==> config.mk <==
export PLATFORM = sky130hd
export DESIGN_NAME = mdu_iter
export DESIGN_NICKNAME = d
export VERILOG_FILES = /design/src/rtl/mdu_iter.sv
export SDC_FILE = /design/constraint.sdc
export NUM_CORES = 2
export LEC_CHECK = 0
export CAP_MARGIN = 5
export CORE_MARGIN = 1.5
export CORE_UTILIZATION = 25
export CTS_BUF_LIST = sky130_fd_sc_hd__clkbuf_2 sky130_fd_sc_hd__clkbuf_4 sky130_fd_sc_hd__clkbuf_8
export DETAILED_ROUTE_END_ITERATION = 8
export PLACE_DENSITY = 0.45
export SLEW_MARGIN = 20
export SYNTH_ARGS = -nofsm -noshare
export SYNTH_HDL_FRONTEND = slang
export SYNTH_SLANG_ARGS = --single-unit
==> constraint.sdc <==
create_clock -name clk -period 7.05 [get_ports clk]
set_input_delay 1.7625 -clock clk [delete_from_list [all_inputs] [get_ports clk]]
set_output_delay 1.7625 -clock clk [all_outputs]
set_load 0.1 [all_outputs]
==> src/rtl/mdu_iter.sv <==
// Iterative RV M-extension multiply/divide unit: shift-add multiplier, radix-2 restoring
// divider, zero-latency divide corner cases and a single-entry quotient/remainder cache.
module mdu_iter #(
  parameter int unsigned XLEN     = 32,
  parameter int unsigned MUL_STEP = 4
) (
  input  logic            clk,
  input  logic            rst,
  input  logic            flush,
  input  logic            req_valid,
  output logic            req_ready,
  input  logic [2:0]      req_funct,
  input  logic [XLEN-1:0] req_rs1,
  input  logic [XLEN-1:0] req_rs2,
  output logic            resp_valid,
  output logic [XLEN-1:0] resp_data,
  output logic            busy
);
  localparam int unsigned MUL_ITERS = XLEN / MUL_STEP;
  localparam int unsigned CNT_W     = $clog2(XLEN);
  localparam int unsigned SUM_W     = XLEN + MUL_STEP;
  localparam logic [XLEN-1:0] MOST_NEG = {1'b1, {(XLEN-1){1'b0}}};

  typedef enum logic [1:0] {ST_IDLE, ST_MUL, ST_DIV, ST_DONE} state_t;

  state_t state, state_next;
  logic   ready_next, busy_next;

  logic [CNT_W-1:0] cnt;
  logic [2:0]       op_funct;
  logic             op_neg_q, op_neg_r, op_sgn;
  logic [XLEN-1:0]  op_rs1, op_rs2;
  // hi/lo: product accumulator while multiplying, remainder/quotient while dividing
  logic [XLEN-1:0]  opa, opb, hi, lo;

  logic             cache_valid, cache_sgn;
  logic [XLEN-1:0]  cache_rs1, cache_rs2, cache_q, cache_r;

  function automatic logic [XLEN-1:0] mag(input logic [XLEN-1:0] x, input logic sgn);
    return (sgn && x[XLEN-1]) ? -x : x;
  endfunction

  // Request decode and zero-latency divide results
  logic            div_sgn, mul_a_sgn, mul_b_sgn;
  logic            div_zero, div_ovf, cache_hit, fast;
  logic [XLEN-1:0] fast_q, fast_r;

  always_comb begin
    div_sgn   = !req_funct[0];
    mul_a_sgn = (req_funct == 3'd1) || (req_funct == 3'd2);
    mul_b_sgn = (req_funct == 3'd1);
    div_zero  = (req_rs2 == '0);
    div_ovf   = div_sgn && (req_rs1 == MOST_NEG) && (req_rs2 == '1);
    cache_hit = cache_valid && (cache_rs1 == req_rs1) && (cache_rs2 == req_rs2)
                && (cache_sgn == div_sgn);
    fast      = req_funct[2] && (div_zero || div_ovf || cache_hit);
    fast_q    = cache_q;
    fast_r    = cache_r;
    if (div_zero) begin
      fast_q = '1;
      fast_r = req_rs1;
    end else if (div_ovf) begin
      fast_q = req_rs1;
      fast_r = '0;
    end
  end

  // One multiply step (MUL_STEP multiplier bits) and one restoring-divide step
  logic [SUM_W-1:0]  mul_sum;
  logic [XLEN-1:0]   mul_hi_nx, mul_lo_nx, mul_res;
  logic [2*XLEN-1:0] prod, prod_fin;
  logic [XLEN:0]     div_shift;
  logic              div_ge;
  logic [XLEN-1:0]   div_r_nx, div_q_nx, q_fin, r_fin;
  logic              last_iter;

  always_comb begin
    mul_sum   = SUM_W'(hi) + SUM_W'(opa) * SUM_W'(opb[MUL_STEP-1:0]);
    mul_hi_nx = mul_sum[SUM_W-1:MUL_STEP];
    mul_lo_nx = {mul_sum[MUL_STEP-1:0], lo[XLEN-1:MUL_STEP]};
    prod      = {mul_hi_nx, mul_lo_nx};
    prod_fin  = op_neg_q ? -prod : prod;
    mul_res   = (op_funct == 3'd0) ? prod_fin[XLEN-1:0] : prod_fin[2*XLEN-1:XLEN];
    div_shift = {hi, lo[XLEN-1]};
    div_ge    = (div_shift >= {1'b0, opa});
    div_r_nx  = div_ge ? (div_shift[XLEN-1:0] - opa) : div_shift[XLEN-1:0];
    div_q_nx  = {lo[XLEN-2:0], div_ge};
    q_fin     = op_neg_q ? -div_q_nx : div_q_nx;
    r_fin     = op_neg_r ? -div_r_nx : div_r_nx;
    last_iter = (state == ST_MUL) ? (cnt == CNT_W'(MUL_ITERS - 1)) : (cnt == CNT_W'(XLEN - 1));
  end

  always_ff @(posedge clk) begin
    if (rst) begin
      state     <= ST_IDLE;
      req_ready <= 1'b1;
      busy      <= 1'b0;
    end else begin
      state     <= state_next;
      req_ready <= ready_next;
      busy      <= busy_next;
    end
  end

  // The pulse in DONE is gated by flush so a same-cycle flush kills it
  always_comb begin
    state_next = state;
    resp_valid = (state == ST_DONE) && !flush;
    case (state)
      ST_IDLE: if (req_valid) state_next = fast ? ST_DONE : (req_funct[2] ? ST_DIV : ST_MUL);
      ST_MUL:  if (last_iter) state_next = ST_DONE;
      ST_DIV:  if (last_iter) state_next = ST_DONE;
      ST_DONE: state_next = ST_IDLE;
      default: state_next = ST_IDLE;
    endcase
    if (flush) state_next = ST_IDLE;
    ready_next = (state_next == ST_IDLE);
    busy_next  = !ready_next;
  end

  always_ff @(posedge clk) begin
    if (rst) begin
      cnt         <= '0;
      op_funct    <= '0;
      op_neg_q    <= 1'b0;
      op_neg_r    <= 1'b0;
      op_sgn      <= 1'b0;
      op_rs1      <= '0;
      op_rs2      <= '0;
      opa         <= '0;
      opb         <= '0;
      hi          <= '0;
      lo          <= '0;
      resp_data   <= '0;
      cache_valid <= 1'b0;
      cache_sgn   <= 1'b0;
      cache_rs1   <= '0;
      cache_rs2   <= '0;
      cache_q     <= '0;
      cache_r     <= '0;
    end else begin
      case (state)
        ST_IDLE: if (req_valid && !flush) begin
          cnt      <= '0;
          op_funct <= req_funct;
          op_rs1   <= req_rs1;
          op_rs2   <= req_rs2;
          op_sgn   <= div_sgn;
          if (fast) begin
            lo        <= fast_q;
            hi        <= fast_r;
            resp_data <= req_funct[1] ? fast_r : fast_q;
          end else if (req_funct[2]) begin
            opa      <= mag(req_rs2, div_sgn);
            lo       <= mag(req_rs1, div_sgn);
            hi       <= '0;
            op_neg_q <= div_sgn && (req_rs1[XLEN-1] ^ req_rs2[XLEN-1]);
            op_neg_r <= div_sgn && req_rs1[XLEN-1];
          end else begin
            opa      <= mag(req_rs1, mul_a_sgn);
            opb      <= mag(req_rs2, mul_b_sgn);
            hi       <= '0;
            lo       <= '0;
            op_neg_q <= (mul_a_sgn && req_rs1[XLEN-1]) ^ (mul_b_sgn && req_rs2[XLEN-1]);
          end
        end
        ST_MUL: begin
          cnt <= cnt + CNT_W'(1);
          hi  <= mul_hi_nx;
          lo  <= mul_lo_nx;
          opb <= opb >> MUL_STEP;
          if (state_next == ST_DONE) resp_data <= mul_res;
        end
        ST_DIV: begin
          cnt <= cnt + CNT_W'(1);
          if (last_iter) begin
            lo <= q_fin;
            hi <= r_fin;
          end else begin
            lo <= div_q_nx;
            hi <= div_r_nx;
          end
          if (state_next == ST_DONE) resp_data <= op_funct[1] ? r_fin : q_fin;
        end
        ST_DONE: if (!flush && op_funct[2]) begin
          cache_valid <= 1'b1;
          cache_sgn   <= op_sgn;
          cache_rs1   <= op_rs1;
          cache_rs2   <= op_rs2;
          cache_q     <= lo;
          cache_r     <= hi;
        end
        default: ;
      endcase
    end
  end

endmodule

==> impl_metrics.tcl <==
set metrics [dict create \
    pwr-share-comb_pct 38.3 \
    synth_nets 4828 \
    hold_buffers 0 \
    die_w_um 362.2 \
    status "completed" \
    drc 0 \
    rows 131 \
    cts.path.max_buffers 3 \
    drt-total-wl_um 164300 \
    die_y_um 362.2 \
    maxSlewHeadroom_pct 24.30 \
    grt_pass1_vias 33256 \
    hold_violations 0 \
    ys_top_cells_by_count "nand2_1 (766), a21oi_1 (500), nor2_1 (389)" \
    finClkSkew_ns 0.04826 \
    peakVddDrop_mv 0.1617 \
    r2r_start "opb[1]" \
    power.total_uw 8252 \
    cts_max_level 3 \
    synth_most_common_cell "nand2_1" \
    via_per_inst 5.555 \
    hp-class "flip-flop to flip-flop" \
    clkTransAtPathRegs_ns 0.08 \
    antenna_found_initial 8 \
    regArea_um2 7392 \
    portBuffers 105 \
    hp-start "op_rs2[5]" \
    first_pass_iters 6 \
    switching_share_pct 42.12 \
    synth_cell_type_count 105 \
    num_vias 34921 \
    clockPowerShare_pct 33.3 \
    min_period_ns 6.605 \
    clock_latency_ns 0.75 \
    detail-route-antenna-nets 0 \
    critPathKind "flip-flop to flip-flop" \
    ctsRootBufferMaster "clkbuf_8" \
    maxCapViolations 0 \
    area_growth_pct 15.56 \
    cp.arrival_ns 7.23 \
    ys_top_cells_by_area "dfxtp_1 (23%), nand2_1 (8.9%), a21oi_1 (7.8%)" \
    final_cells 6286 \
    synth-main-ff-cell "dfxtp_1" \
    power.switching_uw 3475 \
    n_fill_cell 14201 \
    cts_setup_buffers 0 \
    setup_viol_count_final 0 \
    die-area_um2 131200 \
    max_freq_mhz 151.4 \
    leakage_uw 0.01377 \
    dpl.cell_count 6144 \
    grt_max_degree 112 \
    end_kind "flip-flop" \
    syn_inst 4577 \
    grt_first_pass_wirelength_um 236700 \
    ys_seq_area_share_pct 22.90 \
    start_kind "flip-flop" \
    core_area_um2 127800 \
    crit_start "opb[1]" \
    cts_made_buffers 77 \
    async_reset_ff_share_pct 0 \
    cts.sinks 369 \
    synth.avg_cell_area_um2 7.047 \
    drive_gt1_share_pct 9.026 \
    synth_seq_cells 369 \
    wl_per_cell_um 26.15 \
    nets 4812 \
    first_iter_violations 3980 \
    synth_area_leader_cell "dfxtp_1" \
    grt_usage_pct 24.39 \
    multi_input_area_um2 22610 \
    cts_tree "done" \
    ys.warnings.count 0 \
    synth_top_area_share_pct 22.90 \
    initial_utilization_pct 25.23 \
    rsz0062_at_grt "false" \
    worst-path-max-fanout 11 \
    pwr-share-seq_pct 28.3 \
    ios 106 \
    slew_viol_final 0 \
    syn-cell-area_um2 32250 \
    synth_edf_count 0 \
    grt_remaining_overflow 0 \
    fin_crit_sh_pct 93.69 \
    tns_ns 0 \
    powerDensity_nw_per_um2 221.4 \
    tightest_slew_ns 1.128 \
    hpwl_um 124900 \
    p_int_uw 4776 \
    gp_congestion 0.9718 \
    critPathRequiredTime_ns 7.68 \
    cts-resized-gates 0 \
]
## power groups by stage
| stage | combinational [µW] | sequential (µW) | clock, µW |
|---|---|---|---|
| floorplan | 1910 | 2300 | 0 |
| global placement | 3080 | 2370 | 0 |
| detailed placement | 3060 | 2370 | 0 |
| CTS | 3080 | 2330 | 2800 |
| global route | 3300 | 2340 | 2890 |
| finish | 3160 | 2340 | 2750 |
## state kept, by name (all words and copies together) (netlist names), 2 cells and up
name,cells
cache_q,32
op_funct,3
opb,32
cache_r,32
cnt,5
state,2
resp_data,32
op_rs2,32
lo,32
op_rs1,32
cache_rs1,32
cache_rs2,32
opa,32
hi,32
## layout make-up
type,count,share of cell area [%]
Clock buffer,121,4.082
Tap cell,1662,5.580
Antenna cell,4,0.02686
Multi-Input combinational cell,3585,60.67
Inverter,233,2.347
Clock inverter,17,0.7352
Timing Repair Buffer,295,6.728
Sequential cell,369,19.83
## through the flow
stage,utilization [%],setup WS [ns],instance area [µm²],hold slack [ns]
2_1_floorplan,-,0.9340,32250,0.4287
3_3_place_gp,27.72,0.4660,35450,0.4370
3_5_place_dp,27.73,0.3757,35450,0.4432
4_1_cts,29.13,0.3584,37240,0.4430
5_1_grt,29.15,0.01924,37270,0.4651
6_report,29.15,0.4452,37270,0.4442
## per-layer routing
metal  track usage, %  share of wire [%]
met1            33.13                 43
met2            37.25                 43
met3            3.907                8.4
met4            12.08                5.4
met5                0             0.0073
## final timing paths
path	depth (start not counted)	to	slack (ns)
hold reg to reg	2	cache_rs2[5]	0.44
setup reg to reg	20	resp_data[31]	0.45
setup / recovery	20	resp_data[31]	0.45
hold / removal	2	cache_rs2[5]	0.44
## cell usage in the layout, fill, tap and decap left out, drive strengths merged, types with 34 or more instances in the layout
cell           instances
nand3                 83
or3                   57
xnor2                198
a211oi                65
inv                  231
nand4                 43
clkbuf               121
clkdlybuf4s50        101
nand2                767
nor4                  41
mux2i                 45
nor2                 391
buf                  194
ha                    88
a221oi                34
xor2                 139
dfxtp                369
fa                    92
o21ai                247
and2                 141
nor3                  90
a21oi                502
o211ai                59
## kinds of logic (layout without fill, tap and decap cells)
kind of cell	count (synthesis)	after routing	synth area share, %
other	0	4	0
flip-flops	369	369	22.90
XOR/XNOR	337	337	9.175
multiplexers	53	53	1.746
adder cells (fa/ha/maj)	180	180	9.124
AO/OA/AOI/OAI	1270	1270	24.77
AND/OR/NAND/NOR	1745	1745	24.81
buffers and inverters	623	666	7.468
## worst max-delay path: stages (launching register included)
cell and delay [ns]:
dfxtp_2 0.43, buf_4 0.22, and2_1 0.16, fa_1 0.44, fa_1 0.55, inv_1 0.06, fa_1 0.50, inv_1 0.04
ha_1 0.40, a21oi_1 0.23, o21a_1 0.17, a2bb2oi_1 0.46, and3_1 0.25, a311oi_1 0.11, a211o_1 0.35, or4b_1 0.64
or4b_1 0.63, o311ai_1 0.26, a21boi_0 0.13, nor4_1 0.33, o211ai_1 0.13
No activity file was read; power rests on OpenSTA's default activity.
